--- src/rtl/gerador_apostas.sv ---
// gerador_apostas: player-side bet sequencer for the lottery checker.
// Holds NUM_JOGOS bets of NUM_POR_JOGO 4-bit numbers, streams each bet on
// numero/insere, closes it with fim, samples the checker verdict ESPERA
// cycles later and finally signals fim_jogo/pronto. Counts winning bets.
module gerador_apostas #(
  parameter int NUM_JOGOS    = 4,
  parameter int NUM_POR_JOGO = 5,
  parameter int ESPERA       = 2,
  localparam int PROFUNDIDADE = NUM_JOGOS * NUM_POR_JOGO,
  localparam int AW           = $clog2(PROFUNDIDADE)
) (
  input  logic          clock,
  input  logic          reset,
  input  logic          carga,
  input  logic [AW-1:0] endereco,
  input  logic [3:0]    dado,
  input  logic [2:0]    qtd_jogos,
  input  logic          inicia,
  input  logic [1:0]    premio,
  output logic [3:0]    numero,
  output logic          insere,
  output logic          fim,
  output logic          fim_jogo,
  output logic          ocupado,
  output logic          pronto,
  output logic [2:0]    premiados,
  output logic [1:0]    ultimo_premio
);

  localparam int PW = $clog2(NUM_POR_JOGO + 1);
  localparam int WW = $clog2(ESPERA + 1);
  localparam logic [AW:0]   PROF_L    = (AW+1)'(PROFUNDIDADE);
  localparam logic [31:0]   MAX_JOGOS = 32'(NUM_JOGOS);
  localparam logic [PW-1:0] ULT_POS   = PW'(NUM_POR_JOGO - 1);
  localparam logic [WW-1:0] ESPERA_L  = WW'(ESPERA);

  typedef enum logic [2:0] {
    OCIOSO   = 3'd0,
    ENVIA    = 3'd1,
    FECHA    = 3'd2,
    AGUARDA  = 3'd3,
    FINALIZA = 3'd4
  } estado_t;

  estado_t       state_q, state_d;
  logic [2:0]    qtd_q, qtd_d;
  logic [2:0]    jogo_q, jogo_d;
  logic [PW-1:0] pos_q, pos_d;
  logic [WW-1:0] espera_q, espera_d;
  logic [2:0]    premiados_q, premiados_d;
  logic [1:0]    ultimo_q, ultimo_d;

  logic [3:0]    numero_q, numero_d;
  logic          insere_q, insere_d;
  logic          fim_q, fim_d;
  logic          fim_jogo_q, fim_jogo_d;
  logic          ocupado_q, ocupado_d;
  logic          pronto_q, pronto_d;

  logic [3:0]    mem_q [0:PROFUNDIDADE-1];
  logic [AW-1:0] rd_addr_s;
  logic          qtd_valida_s;

  // Bet memory: written only while idle, out-of-range addresses dropped, never cleared.
  always_ff @(posedge clock) begin
    if ((state_q == OCIOSO) && carga && ({1'b0, endereco} < PROF_L)) begin
      mem_q[endereco] <= dado;
    end
  end

  // State register: FSM state, run counters, tally and registered outputs.
  always_ff @(posedge clock) begin
    if (reset) begin
      state_q     <= OCIOSO;
      qtd_q       <= 3'd0;
      jogo_q      <= 3'd0;
      pos_q       <= '0;
      espera_q    <= '0;
      premiados_q <= 3'd0;
      ultimo_q    <= 2'd0;
      numero_q    <= 4'd0;
      insere_q    <= 1'b0;
      fim_q       <= 1'b0;
      fim_jogo_q  <= 1'b0;
      ocupado_q   <= 1'b0;
      pronto_q    <= 1'b0;
    end else begin
      state_q     <= state_d;
      qtd_q       <= qtd_d;
      jogo_q      <= jogo_d;
      pos_q       <= pos_d;
      espera_q    <= espera_d;
      premiados_q <= premiados_d;
      ultimo_q    <= ultimo_d;
      numero_q    <= numero_d;
      insere_q    <= insere_d;
      fim_q       <= fim_d;
      fim_jogo_q  <= fim_jogo_d;
      ocupado_q   <= ocupado_d;
      pronto_q    <= pronto_d;
    end
  end

  // Next-state logic: walk each bet through send, close, wait/sample, then finish the run.
  always_comb begin
    state_d      = state_q;
    qtd_d        = qtd_q;
    jogo_d       = jogo_q;
    pos_d        = pos_q;
    espera_d     = espera_q;
    premiados_d  = premiados_q;
    ultimo_d     = ultimo_q;
    qtd_valida_s = (qtd_jogos != 3'd0) && ({29'd0, qtd_jogos} <= MAX_JOGOS);
    case (state_q)
      OCIOSO: begin
        if (inicia && qtd_valida_s) begin
          state_d     = ENVIA;
          qtd_d       = qtd_jogos;
          jogo_d      = 3'd0;
          pos_d       = '0;
          premiados_d = 3'd0;
          ultimo_d    = 2'd0;
        end else begin
          state_d = OCIOSO;
        end
      end
      ENVIA: begin
        if (pos_q == ULT_POS) begin
          state_d = FECHA;
          pos_d   = '0;
        end else begin
          pos_d = pos_q + PW'(1);
        end
      end
      FECHA: begin
        state_d  = AGUARDA;
        espera_d = ESPERA_L;
      end
      AGUARDA: begin
        if (espera_q == WW'(1)) begin
          // Final wait edge: this is the only point where premio is observed.
          ultimo_d = premio;
          if (premio != 2'd0) begin
            premiados_d = premiados_q + 3'd1;
          end else begin
            premiados_d = premiados_q;
          end
          if (jogo_q == (qtd_q - 3'd1)) begin
            state_d = FINALIZA;
          end else begin
            state_d = ENVIA;
            jogo_d  = jogo_q + 3'd1;
            pos_d   = '0;
          end
        end else begin
          espera_d = espera_q - WW'(1);
        end
      end
      FINALIZA: begin
        state_d = OCIOSO;
      end
      default: begin
        state_d = OCIOSO;
      end
    endcase
  end

  // Output logic: decode the upcoming state so outputs are registered yet cycle-aligned.
  always_comb begin
    rd_addr_s  = AW'((32'(jogo_d) * 32'(NUM_POR_JOGO)) + 32'(pos_d));
    insere_d   = 1'b0;
    numero_d   = 4'd0;
    fim_d      = 1'b0;
    fim_jogo_d = 1'b0;
    pronto_d   = 1'b0;
    ocupado_d  = 1'b1;
    case (state_d)
      OCIOSO: begin
        ocupado_d = 1'b0;
      end
      ENVIA: begin
        insere_d = 1'b1;
        numero_d = mem_q[rd_addr_s];
      end
      FECHA: begin
        fim_d = 1'b1;
      end
      AGUARDA: begin
        ocupado_d = 1'b1;
      end
      FINALIZA: begin
        fim_jogo_d = 1'b1;
        pronto_d   = 1'b1;
      end
      default: begin
        ocupado_d = 1'b0;
      end
    endcase
  end

  assign numero        = numero_q;
  assign insere        = insere_q;
  assign fim           = fim_q;
  assign fim_jogo      = fim_jogo_q;
  assign ocupado       = ocupado_q;
  assign pronto        = pronto_q;
  assign premiados     = premiados_q;
  assign ultimo_premio = ultimo_q;

endmodule
--- config.mk ---
export PLATFORM = sky130hd
export DESIGN_NAME = gerador_apostas
export DESIGN_NICKNAME = d
export VERILOG_FILES = /design/src/rtl/gerador_apostas.sv
export SDC_FILE = /design/constraint.sdc
export NUM_CORES = 1
export LEC_CHECK = 0
export CAP_MARGIN = 20
export CORE_MARGIN = 5
export CORE_UTILIZATION = 55
export CTS_CLUSTER_DIAMETER = 150
export DETAILED_ROUTE_END_ITERATION = 7
export MAX_ROUTING_LAYER = met4
export PLACE_DENSITY_LB_ADDON = 0.08
export SETUP_SLACK_MARGIN = 0.02
export SYNTH_ARGS = -nofsm -noshare
export SYNTH_HDL_FRONTEND = slang
export SYNTH_SLANG_ARGS = --single-unit
--- constraint.sdc ---
create_clock -name clock -period 6.6 [get_ports clock]
set_input_delay 0.99 -clock clock [delete_from_list [all_inputs] [get_ports clock]]
set_output_delay 0.99 -clock clock [all_outputs]
set_load 0.1 [all_outputs]
# Word-level counts from Yosys, hierarchy flattened
# Memories as Yosys holds them, arrays and structs flattened. A register that Yosys moved wholly into a read port is not among the register bits.
# Index checks and enable logic that the tools add are counted.
# W data, S select, Z words.
[totals]
mem_count = 1
regBits = 23
ram_bits = 80
out_inout_bits = 14
word_cells = 80
[classes]
order_cmp = 2
n_addsub = 6
mux = 29
reduce_logical = 15
bitwise = 1
mul = 1
n_eq_ne = 14
[memory_table]
columns = ["memory", "depth", "word_bits", "rd", "rd_clocked_by_memory_dff", "write_ports", "line_no", "rtl"]
rows = [
  ["mem_q", 20, 4, 1, 1, 1, "60", "logic [3:0] mem_q [0:PROFUNDIDADE-1];"],
]
[op_table]
columns = ["operator", "count"]
rows = [
  ["$mux W3", 13],
  ["$eq A3 B2 Y1 const B", 4],
  ["$pmux W3 S2", 2],
  ["$pmux W3 S4", 1],
  ["$add A3 B1 Y3 const B", 3],
  ["$pmux W3 S3", 1],
  ["$pmux W2 S2", 2],
  ["$mux W1", 7],
  ["$eq A3 B1 Y1 const B", 2],
  ["$eq A3 B3 Y1 const B", 2],
  ["$mux W2", 3],
  ["$ne A2 B2 Y1 const B", 3],
  ["$reduce_bool A2 Y1", 3],
  ["$add A5 B3 Y5", 1],
  ["$lt A5 B5 Y1 const B", 1],
  ["$mul A3 B3 Y5 const B", 1],
  ["$logic_and A1 B1 Y1", 4],
  ["$reduce_and A2 Y1", 2],
  ["$reduce_and A4 Y1", 1],
  ["$reduce_or A4 Y1", 1],
  ["$eq A3 B3 Y1", 1],
  ["$le A3 B3 Y1 const B", 1],
  ["$logic_not A3 Y1", 1],
  ["$reduce_and A3 Y1", 1],
  ["7 further kinds", 7],
]

# Depth between registers and ports, before layout
# Gate-level depths: netlist of the first run.
[logic_depth]
depth_word = 8
depth_mapped = 16
mapped_depth_nobuf = 15

# Worst setup path before layout of the first run
# No wires, ideal clock.
[synth_timing]
path_type = "input to register"
from = "in qtd_jogos[2]"
to = "reg numero_q[0] (netlist: numero[0]), read port of mem_q"
arrival_ns = 4.202
setup_slack_ns = 2.274
stages = 13
path_buffers = 1
setup_ns = 0.125
cell_sequence = "or3_1 > clkbuf_1 > nand4_1 > nand2_1 > mux2i_1 > ha_1 > ha_1 > inv_1 > fa_1 > xor2_1 > mux4_2 > nand3_1 > mux2i_1"
[synth_between]
word_cells_on_any_way = 15
[synth_rtl]
columns = ["item", "line_no", "rtl"]
rows = [
  ["start, declared", "17", "input logic [2:0] qtd_jogos,"],
  ["$le A3 B3 Y1 or $reduce_bool A3 Y1 (tied branches)", "113", "qtd_valida_s = (qtd_jogos != 3'd0) && ({29'd0, qtd_jogos} <= MAX_JOGOS);"],
  ["$logic_and A1 B1 Y1 *", "113", ""],
  ["$logic_and A1 B1 Y1 *", "116", "if (inicia && qtd_valida_s) begin"],
  ["$mux W3 *", "116", ""],
  ["$pmux W3 S2 *", "114", "case (state_q)"],
  ["via jogo_d[0]", "47", "logic [2:0] jogo_q, jogo_d;"],
  ["$mul A3 B3 Y5 *", "170", "rd_addr_s = AW'((32'(jogo_d) * 32'(NUM_POR_JOGO)) + 32'(pos_d));"],
  ["$add A5 B3 Y5 *", "170", ""],
  ["end, declared", "53", "logic [3:0] numero_q, numero_d;"],
]
# Mark *: on every way through the listed nets, which the timed path passes. The rest lies on a longest branch.
# A chain may end at the register's enable or synchronous reset.

# Worst setup path after layout of the first run
[layout_timing]
from = "in qtd_jogos[0]"
to = "reg numero_q[2] (netlist: numero[2]), read port of mem_q"
# Same word-level chain as after synthesis.

==> results of run 1 <==
-- critical path: cells and delay by family --
kind / cells / cell delay, ps
compound gates: 1 / 440
fa+ha+maj: 3 / 1020
mux: 3 / 790
buf+inv: 2 / 490
simple gates: 3 / 850
xor+xnor: 1 / 530
-- final cells by class --
class                   instances  area, um2  share of cell area, %
clock buffers                   9        124                   2.34
clock inverters                 7       61.3                   1.16
inverters                      15       56.3                   1.06
multi-input cells             187       1650                   31.2
flip-flops and latches        107       2940                   55.7
well taps                     105        131                   2.48
repair buffers                 33        323                   6.11
-- synth_stat cells (2+ instances only) --
cell,count
clkbuf_1,8
nand4b_1,2
inv_1,14
a31oi_1,3
nor3_1,2
a21o_1,2
or3b_2,2
nor2_1,39
nand2_1,13
nand2b_1,2
mux4_2,24
nor2b_1,6
or3_1,5
o21ai_0,10
dfxtp_1,27
nand3b_1,3
a21oi_1,12
nand3_1,13
mux2i_1,8
edfxtp_1,80
and4b_1,2
xor2_1,4
buf_2,4
ha_1,14
a41oi_1,2
-- placed cells by master, fill, tap and decap left out, drive strengths merged, types with 3 or more instances in the layout --
master / count
ha: 14
or3: 5
nor2: 39
dfxtp: 27
mux2i: 8
nor2b: 6
a21oi: 12
nand3: 13
clkdlybuf4s50: 31
edfxtp: 80
nand2: 13
nand3b: 3
and4b: 3
a31oi: 3
mux4: 24
o21ai: 10
inv: 18
clkbuf: 9
clkinv: 3
xor2: 4
-- cell families after synthesis --
| logic type | after synthesis | synth area share [%] |
|---|---|---|
| AO/OA/AOI/OAI | 38 | 5.50 |
| flip-flops | 107 | 62.5 |
| AND/OR/NAND/NOR | 94 | 9.97 |
| adder cells (fa/ha/maj) | 15 | 4.15 |
| multiplexers | 33 | 13.4 |
| XOR/XNOR | 7 | 1.99 |
| buffers and inverters | 28 | 2.42 |
-- registers in the layout, indices dropped and copies added (netlist names), 2 cells and up --
signal	cells
ultimo_premio	2
jogo_q	3
espera_q	2
numero	4
state_q	3
mem_q	80
premiados	3
pos_q	3
qtd_q	3
-- power by group through the flow --
stage | logic [W] | clock network [W] | registers (W)
floorplan | 0.0000760 | 0 | 0.000766
global placement | 0.000135 | 0 | 0.000749
detailed placement | 0.000137 | 0 | 0.000749
CTS | 0.000137 | 0.000378 | 0.000734
global route | 0.000148 | 0.000409 | 0.000735
finish | 0.000136 | 0.000372 | 0.000734
-- metrics by stage --
step	hold slack [ps]	util, %	setup slack (ps)	power, W	cell area [um2]
6_report	481	64.0	1740	0.00124	5290
3_5_place_dp	470	61.8	1370	0.000886	5100
4_1_cts	485	64.0	1740	0.00125	5290
2_1_floorplan	462	-	2270	0.000842	4710
3_3_place_gp	460	61.7	1450	0.000884	5100
5_1_grt	521	64.0	1350	0.00129	5290
-- routing by layer --
metal	vias up	GRT usage, %	part of all wire, %
met3	7	3.79	6.0
met4	0	4.24	0.76
met5	-	-	0
met1	1357	26.3	43
li1	1291	-	-
met2	89	32.5	51
-- worst max path at each step --
stage	cells after the start	slack (ps)	end	start
after floorplan	13	2270	numero[0]$_SDFF_PP0_	qtd_jogos[2]
after global placement	13	1450	numero[0]$_SDFF_PP0_	qtd_jogos[0]
after detailed placement	13	1370	numero[2]$_SDFF_PP0_	qtd_jogos[0]
after CTS	13	1740	numero[2]$_SDFF_PP0_	qtd_jogos[0]
after global routing	13	1350	numero[0]$_SDFF_PP0_	qtd_jogos[0]
final	13	1740	numero[2]$_SDFF_PP0_	qtd_jogos[0]
==> results.json, run 1 <==
{
  "status": "completed",
  "r2r_slack_ps": 2210,
  "drv_cap": 0,
  "die_w_um": 103,
  "ys_ff_latch": 107,
  "hold_violations": 0,
  "vias": 2744,
  "syn_nets": 355,
  "area_growth_pct": 12.4,
  "cp_max_fo": 10,
  "async_reset_ff_share_pct": 0,
  "powerDensity_nw_per_um2": 235,
  "num-fill-cells": 612,
  "ys.flop_type": "edfxtp_1",
  "hold_depth": 2,
  "synth_cell_types": 46,
  "clk_path_buf_depth": 2,
  "required_ps": 6850,
  "drt-total-wl_um": 9220,
  "drt_iter0_drc": 123,
  "vdd_drop_max_mv": 0.134,
  "rr_endpoint": "numero[2]$_SDFF_PP0_",
  "final_cells": 463,
  "die_area_um2": 10500,
  "pwr-share-seq_pct": 59.1,
  "cp_slowest_stage_delay_ps": 590,
  "critPathArrivalTime_ps": 5110,
  "maxSlewHeadroom_pct": 33.5,
  "num_antenna_cells": 0,
  "cts_setup_buffers": 0,
  "clock-sinks": 107,
  "rsz0062_at_grt": "no",
  "synth_top_cell_area_share_pct": 51.1,
  "crit_chain": "clkdlybuf4s50_1, o21ai_0, nand4_1, nand2_1, mux2i_1, ha_1, ha_1, inv_1, fa_1, xor2_1, mux4_2, nand3_1, mux2i_1",
  "syn_inst": 322,
  "finalSetupViolCount": 0,
  "path_class": "input port to flip-flop",
  "drc_errors": 0,
  "grt_start_max_net_pins": 23,
  "antenna_found_initial": 0,
  "synth_area_leaders": "edfxtp_1 51%, dfxtp_1 11%, mux4_2 11%, ha_1 3.7%, nor2_1 3.1%",
  "power_leakage_nw": 1.80,
  "coreArea_um2": 8260,
  "htreeDepth": 3,
  "cts.clk_slew.worst_paths_ps": 110,
  "worstMarginPinSlew_ps": 994,
  "start_util_pct": 57.0,
  "r2r_start": "state_q[2]$_SDFF_PP0_",
  "dpl.cell_count": 447,
  "synth_area_um2": 4710,
  "die_h_um": 103,
  "intPower_w": 0.000932,
  "grt_first_pass_wirelength_um": 14900,
  "place.detailed.hpwl_um": 6680,
  "drv_slew": 0,
  "startpoint_type": "input port",
  "p_sw_share_pct": 25.0,
  "fin_nets": 386,
  "min_period_ps": 4860,
  "synth_warnings": 0,
  "hp-class": "flip-flop to flip-flop",
  "ys_seq_area_share_pct": 62.5,
  "fin_crit_sh_pct": 73.7,
  "clockRootBuffer": "clkbuf_8",
  "end_kind": "flip-flop",
  "slowest_stage": "mux4_2",
  "io_pins": 32,
  "portBuffers": 31,
  "clock_latency_ps": 370,
  "syn_area_per_cell_um2": 14.6,
  "min-delay-start": "ultimo_premio[0]$_SDFFE_PP0P_",
  "place_congestion": 0.791,
  "power.switching_w": 0.000310,
  "comb_power_share_pct": 10.9,
  "grt_pass1_vias": 2704,
  "synth.largest_area_cell": "edfxtp_1",
  "grt_usage_pct": 19.9,
  "max_freq_mhz": 206,
  "clock-skew-final_ps": 13.6,
  "drive_above_1_share_pct": 14.5,
  "postCtsResizedCells": 0,
  "grt_overflow_total": 0,
  "ctsHoldBuffers": 0,
  "floorplan.rows": 33,
  "drt_pass1_iterations": 4,
  "ant_nets": 0,
  "clkPwrFrac_pct": 30.0,
  "r2r_cells": 12,
  "hold_end": "ultimo_premio[0]$_SDFFE_PP0P_",
  "drt-wirelength-per-cell_um": 19.9,
  "numCtsBuffers": 9,
  "via_per_inst": 5.93,
  "cts_tree": "done",
  "fin_tns_setup_ps": 0,
  "synth-edff-count": 80
}
(Power assumes the default switching activity.)
==> inputs of run 2 (changes only) <==
==> constraint.sdc (replaced) <==
create_clock -name clock -period 5 [get_ports clock]
set_input_delay 0.75 -clock clock [delete_from_list [all_inputs] [get_ports clock]]
set_output_delay 0.75 -clock clock [all_outputs]
set_load 0.1 [all_outputs]
==> run 2 against run 1 <==
Die area is the same. Global-route usage is 1.3 points lower. Via count is 2.2% lower. Largest cell class unchanged. Largest power group unchanged.
==> results.json, run 2 (synthesized netlist as in run 1, its figures left out) <==
{
  "portBuffers": 31,
  "die_area_um2": 10500,
  "layout_common_cells": "80 x edfxtp_1, 39 x nor2_1, 31 x clkdlybuf4s50_1, 27 x dfxtp_1, 24 x mux4_2",
  "grt_first_pass_wirelength_um": 13900,
  "regArea_um2": 2940,
  "drt-total-wl_um": 8680,
  "dpl.cell_count": 449,
  "end_kind": "flip-flop",
  "worstMarginPinSlew_ps": 991,
  "htreeDepth": 3,
  "r2r_cells": 14,
  "largest_reg_flops": 80,
  "clkPwrFrac_pct": 30.2,
  "critPathArrivalTime_ps": 4560,
  "area_growth_pct": 12.7,
  "place.detailed.hpwl_um": 6110,
  "floorplan.rows": 33,
  "start_util_pct": 57.0,
  "finalSetupViolCount": 0,
  "hold_violations": 0,
  "grt_pass1_vias": 2672,
  "final_cells": 465,
  "maxSlewHeadroom_pct": 33.7,
  "fin_nets": 388,
  "num_antenna_cells": 0,
  "min_period_ps": 4310,
  "grt_overflow_total": 0,
  "fin_crit_sh_pct": 86.1,
  "drt_pass1_iterations": 4,
  "power.switching_w": 0.000417,
  "cp_max_fo": 5,
  "required_ps": 5250,
  "hp-class": "flip-flop to flip-flop",
  "grt_usage_pct": 18.6,
  "clock-sinks": 107,
  "power_leakage_nw": 1.81,
  "place_ws_ps": 315,
  "numCtsBuffers": 9,
  "final_common_cell": "edfxtp_1",
  "clockRootBuffer": "clkbuf_8",
  "clock-skew-final_ps": 17.3,
  "drt_iter0_drc": 137,
  "drc_errors": 0,
  "p_sw_share_pct": 25.3,
  "cts_setup_buffers": 0,
  "holdWs_ps": 477,
  "grt_start_max_net_pins": 23,
  "drv_slew": 0,
  "rsz0062_at_grt": "no",
  "powerDensity_nw_per_um2": 311,
  "drt-wirelength-per-cell_um": 18.7,
  "drive_above_1_share_pct": 15.3,
  "intPower_w": 0.00123,
  "clk_path_buf_depth": 2,
  "die_w_um": 103,
  "path_class": "input port to flip-flop",
  "place_congestion": 0.840,
  "ctsHoldBuffers": 0,
  "multiInputGateArea_um2": 1650,
  "drv_cap": 0,
  "num-fill-cells": 630,
  "cts.clk_slew.worst_paths_ps": 100,
  "fin_tns_setup_ps": 0,
  "io_pins": 32,
  "antenna_found_initial": 0,
  "status": "completed",
  "vdd_drop_max_mv": 0.255,
  "comb_power_share_pct": 11.0,
  "clock_latency_ps": 360,
  "ant_nets": 0,
  "hold_depth": 2,
  "largest_register": "mem_q",
  "via_per_inst": 5.77,
  "coreArea_um2": 8260,
  "cts_tree": "done",
  "postCtsResizedCells": 0,
  "die_h_um": 103,
  "pwr-share-seq_pct": 58.8,
  "startpoint_type": "input port",
  "vias": 2685,
  "max_freq_mhz": 232,
  "fin_ws_ps": 693
}
run 2: cell count changes in the layout (fill, tap and decap cells not counted), sizes merged:
cell	previous run	this run
buf	2	4
clkinvlp	1	2
inv	18	17
run 2: worst paths after layout:
| kind | from | end | slack [ps] |
|---|---|---|---|
| setup / recovery | qtd_jogos[0] | numero[3]$_SDFF_PP0_ | 690 |
| hold / removal | ultimo_premio[1]$_SDFFE_PP0P_ | ultimo_premio[1]$_SDFFE_PP0P_ | 480 |
| setup reg to reg | qtd_q[0]$_SDFFE_PP0P_ | numero[3]$_SDFF_PP0_ | 890 |
| hold reg to reg | ultimo_premio[1]$_SDFFE_PP0P_ | ultimo_premio[1]$_SDFFE_PP0P_ | 480 |
run 2: cell type report:
| type | count | share of cell area (%) |
|---|---|---|
| tap | 105 | 2.48 |
| clock inverter | 7 | 1.16 |
| multi-input combinational | 187 | 31.1 |
| inverter | 15 | 1.06 |
| sequential | 107 | 55.5 |
| clock buffer | 9 | 2.34 |
| timing repair buffer | 35 | 6.37 |
run 2: power groups by stage:
stage / logic (W) / clock network [W] / registers, W
6_report: 0.000181 / 0.000498 / 0.000968
3_5_place_dp: 0.000183 / 0 / 0.000989
4_1_cts: 0.000184 / 0.000511 / 0.000968
5_1_grt: 0.000196 / 0.000548 / 0.000970
3_3_place_gp: 0.000181 / 0 / 0.000988
2_1_floorplan: 0.000100 / 0 / 0.00101
run 2: worst max-delay path, stage by stage:
cell and delay (ps):
clkdlybuf4s50_1 430, o21ai_0 460, a41oi_1 210, o32ai_2 280, inv_2 110, ha_1 310, ha_1 300, inv_1 60
fa_1 420, xor2_1 470, mux4_2 580, nand3_1 100, mux2i_1 70
run 2: through the flow:
| stage | cell area (um2) | util (%) | total power [W] |
|---|---|---|---|
| 2_1_floorplan | 4710 | - | 0.00111 |
| 5_1_grt | 5300 | 64.2 | 0.00171 |
| 3_5_place_dp | 5120 | 62.0 | 0.00117 |
| 3_3_place_gp | 5110 | 61.9 | 0.00117 |
| 4_1_cts | 5300 | 64.2 | 0.00166 |
| 6_report | 5300 | 64.2 | 0.00165 |
run 2: metal layers:
metal | routed length (um) | global-route usage [%]
met5 | 0 | -
met4 | 191 | 5.95
met3 | 389 | 4.87
met2 | 4350 | 29.9
met1 | 3750 | 23.2
==> inputs of run 3 (changes only) <==
--- a/config.mk
+++ b/config.mk
@@ -5,13 +5,15 @@
 export SDC_FILE = /design/constraint.sdc
 export NUM_CORES = 1
 export LEC_CHECK = 0
+export ABC_CLOCK_PERIOD_IN_PS = 5000
 export CAP_MARGIN = 20
 export CORE_MARGIN = 5
 export CORE_UTILIZATION = 55
+export CTS_BUF_LIST = sky130_fd_sc_hd__clkbuf_8
 export CTS_CLUSTER_DIAMETER = 150
 export DETAILED_ROUTE_END_ITERATION = 7
 export MAX_ROUTING_LAYER = met4
-export PLACE_DENSITY_LB_ADDON = 0.08
+export PLACE_DENSITY = 0.75
 export SETUP_SLACK_MARGIN = 0.02
 export SYNTH_ARGS = -nofsm -noshare
 export SYNTH_HDL_FRONTEND = slang
==> run 3 against run 2 <==
Non-clock buffer count is the same. Sequential power is essentially flat. Core utilization shrank 0.061 points. Fmax shrank 0.98%. Via count grew 0.56%. Cell count shrank 0.22%. Setup slack lost 43 ps. Clock skew is essentially flat. Die area is the same. Worst hold slack lost 0.83 ps. Routed wire length shrank 1.9%. Sequential share of layout area grew 0.052 points. Largest cell class unchanged. Largest power group unchanged.
==> results.json, run 3 (synthesized netlist as in run 1, its figures left out) <==
{
  "status": "completed",
  "slowest_stage": "mux4_2",
  "hold_violations": 0,
  "crit_chain": "clkdlybuf4s50_1, o21ai_0, a41oi_1, o32ai_2, inv_2, ha_1, ha_1, inv_1, fa_1, xor2_1, mux4_2, nand3_1, mux2i_1",
  "portBuffers": 31,
  "cts.clk_slew.worst_paths_ps": 100,
  "hp-class": "flip-flop to flip-flop",
  "ant_nets": 0,
  "grt_pass1_vias": 2765,
  "place.detailed.hpwl_um": 6050,
  "crit_family": "adder cells",
  "dpl.cell_count": 449,
  "vdd_drop_max_mv": 0.148,
  "floorplan.rows": 33,
  "layout_common_cells": "80 x edfxtp_1, 39 x nor2_1, 31 x clkdlybuf4s50_1, 27 x dfxtp_1, 24 x mux4_2",
  "num_antenna_cells": 0,
  "clock_latency_ps": 370,
  "drt_iter0_drc": 158,
  "finalSetupViolCount": 0,
  "via_per_inst": 5.82,
  "r2r_start": "qtd_q[0]$_SDFFE_PP0P_",
  "power_leakage_nw": 1.81,
  "drv_cap": 0,
  "drt-wirelength-per-cell_um": 18.4,
  "drt_pass1_iterations": 4,
  "clock-skew-final_ps": 17.1,
  "cp.depth": 13,
  "min_period_ps": 4350,
  "cp_max_fo": 5,
  "num-fill-cells": 605,
  "rr_endpoint": "numero[2]$_SDFF_PP0_",
  "die_h_um": 103,
  "max_freq_mhz": 230,
  "start_util_pct": 57.0,
  "regArea_um2": 2940,
  "r2r_slack_ps": 840,
  "hold_end": "ultimo_premio[0]$_SDFFE_PP0P_",
  "final_common_cell": "edfxtp_1",
  "cts_setup_buffers": 0,
  "largest_reg_flops": 80,
  "grt_usage_pct": 18.9,
  "die_area_um2": 10500,
  "min-delay-start": "ultimo_premio[0]$_SDFFE_PP0P_",
  "ctsHoldBuffers": 0,
  "area_growth_pct": 12.6,
  "grt_overflow_total": 0,
  "fin_nets": 388,
  "required_ps": 5250,
  "postCtsResizedCells": 0,
  "clk_path_buf_depth": 2,
  "drv_slew": 0,
  "end_kind": "flip-flop",
  "critPathArrivalTime_ps": 4600,
  "largest_register": "mem_q",
  "worstMarginPinSlew_ps": 973,
  "maxSlewHeadroom_pct": 34.9,
  "vias": 2700,
  "path_class": "input port to flip-flop",
  "worstPathBufferInverterCount": 3,
  "cts_tree": "done",
  "drive_above_1_share_pct": 15.0,
  "drt-total-wl_um": 8520,
  "io_pins": 32,
  "cp_slowest_stage_delay_ps": 580,
  "fin_crit_sh_pct": 87.0,
  "fin_tns_setup_ps": 0,
  "grt_start_max_net_pins": 23,
  "place_congestion": 0.753,
  "crit_top_cell": "ha_1",
  "clockRootBuffer": "clkbuf_8",
  "clock-sinks": 107,
  "startpoint_type": "input port",
  "rsz0062_at_grt": "no",
  "numCtsBuffers": 9,
  "powerDensity_nw_per_um2": 310,
  "final_cells": 464,
  "antenna_found_initial": 0,
  "coreArea_um2": 8260,
  "die_w_um": 103,
  "htreeDepth": 3,
  "hold_depth": 2,
  "grt_first_pass_wirelength_um": 14300,
  "multiInputGateArea_um2": 1650,
  "r2r_cells": 14,
  "drc_errors": 0
}
-- run 3: final cells by class --
| class | count | area share [%] |
|---|---|---|
| timing repair buffer | 35 | 6.38 |
| tap | 105 | 2.48 |
| clock buffer | 9 | 2.34 |
| inverter | 15 | 1.06 |
| multi-input combinational | 187 | 31.1 |
| clock inverter | 6 | 1.06 |
| sequential | 107 | 55.6 |
-- run 3: stage by stage --
step	hold slack (ps)	setup slack, ps	util [%]	power, W	instance area [um2]
4_1_cts	481	678	64.2	0.00165	5300
6_report	476	650	64.2	0.00164	5300
3_3_place_gp	461	390	61.9	0.00117	5110
5_1_grt	514	342	64.2	0.00171	5300
2_1_floorplan	462	914	-	0.00111	4710
3_5_place_dp	467	293	62.0	0.00117	5120
-- run 3: how the worst max path moves through the flow --
stage	from	endpoint	slack [ps]
detailed placement	qtd_jogos[0]	numero[2]$_SDFF_PP0_	290
floorplan	qtd_jogos[2]	numero[0]$_SDFF_PP0_	910
global route	qtd_jogos[0]	numero[2]$_SDFF_PP0_	340
finish	qtd_jogos[0]	numero[2]$_SDFF_PP0_	650
global placement	qtd_jogos[0]	numero[1]$_SDFF_PP0_	390
CTS	qtd_jogos[0]	numero[2]$_SDFF_PP0_	680
-- run 3: worst register-to-register path, cell delays in order (launching register included) --
cell	delay, ps
dfxtp_1	400
inv_1	60
ha_1	300
xor2_1	180
and3_2	250
nor2_1	210
mux2i_1	340
ha_1	290
ha_1	290
inv_1	60
fa_1	430
xor2_1	490
mux4_2	590
nand3_1	90
mux2i_1	80
-- run 3: where the power goes --
part	internal (W)	total (W)	switching (W)
Sequential	0.000962	0.000968	0.00000643
Clock	0.000190	0.000492	0.000302
Combinational	0.0000784	0.000182	0.000104
-- run 3: routing by layer --
layer  GRT usage (%)  share of wire [%]  routed length, um  up-vias
met5               -                  0                  0        -
met4            5.65                1.9                159        0
met3            4.60                5.3                455       11
met2            31.4                 52               4420       63
met1            23.0                 41               3480     1341
li1                -                  -                  -     1285
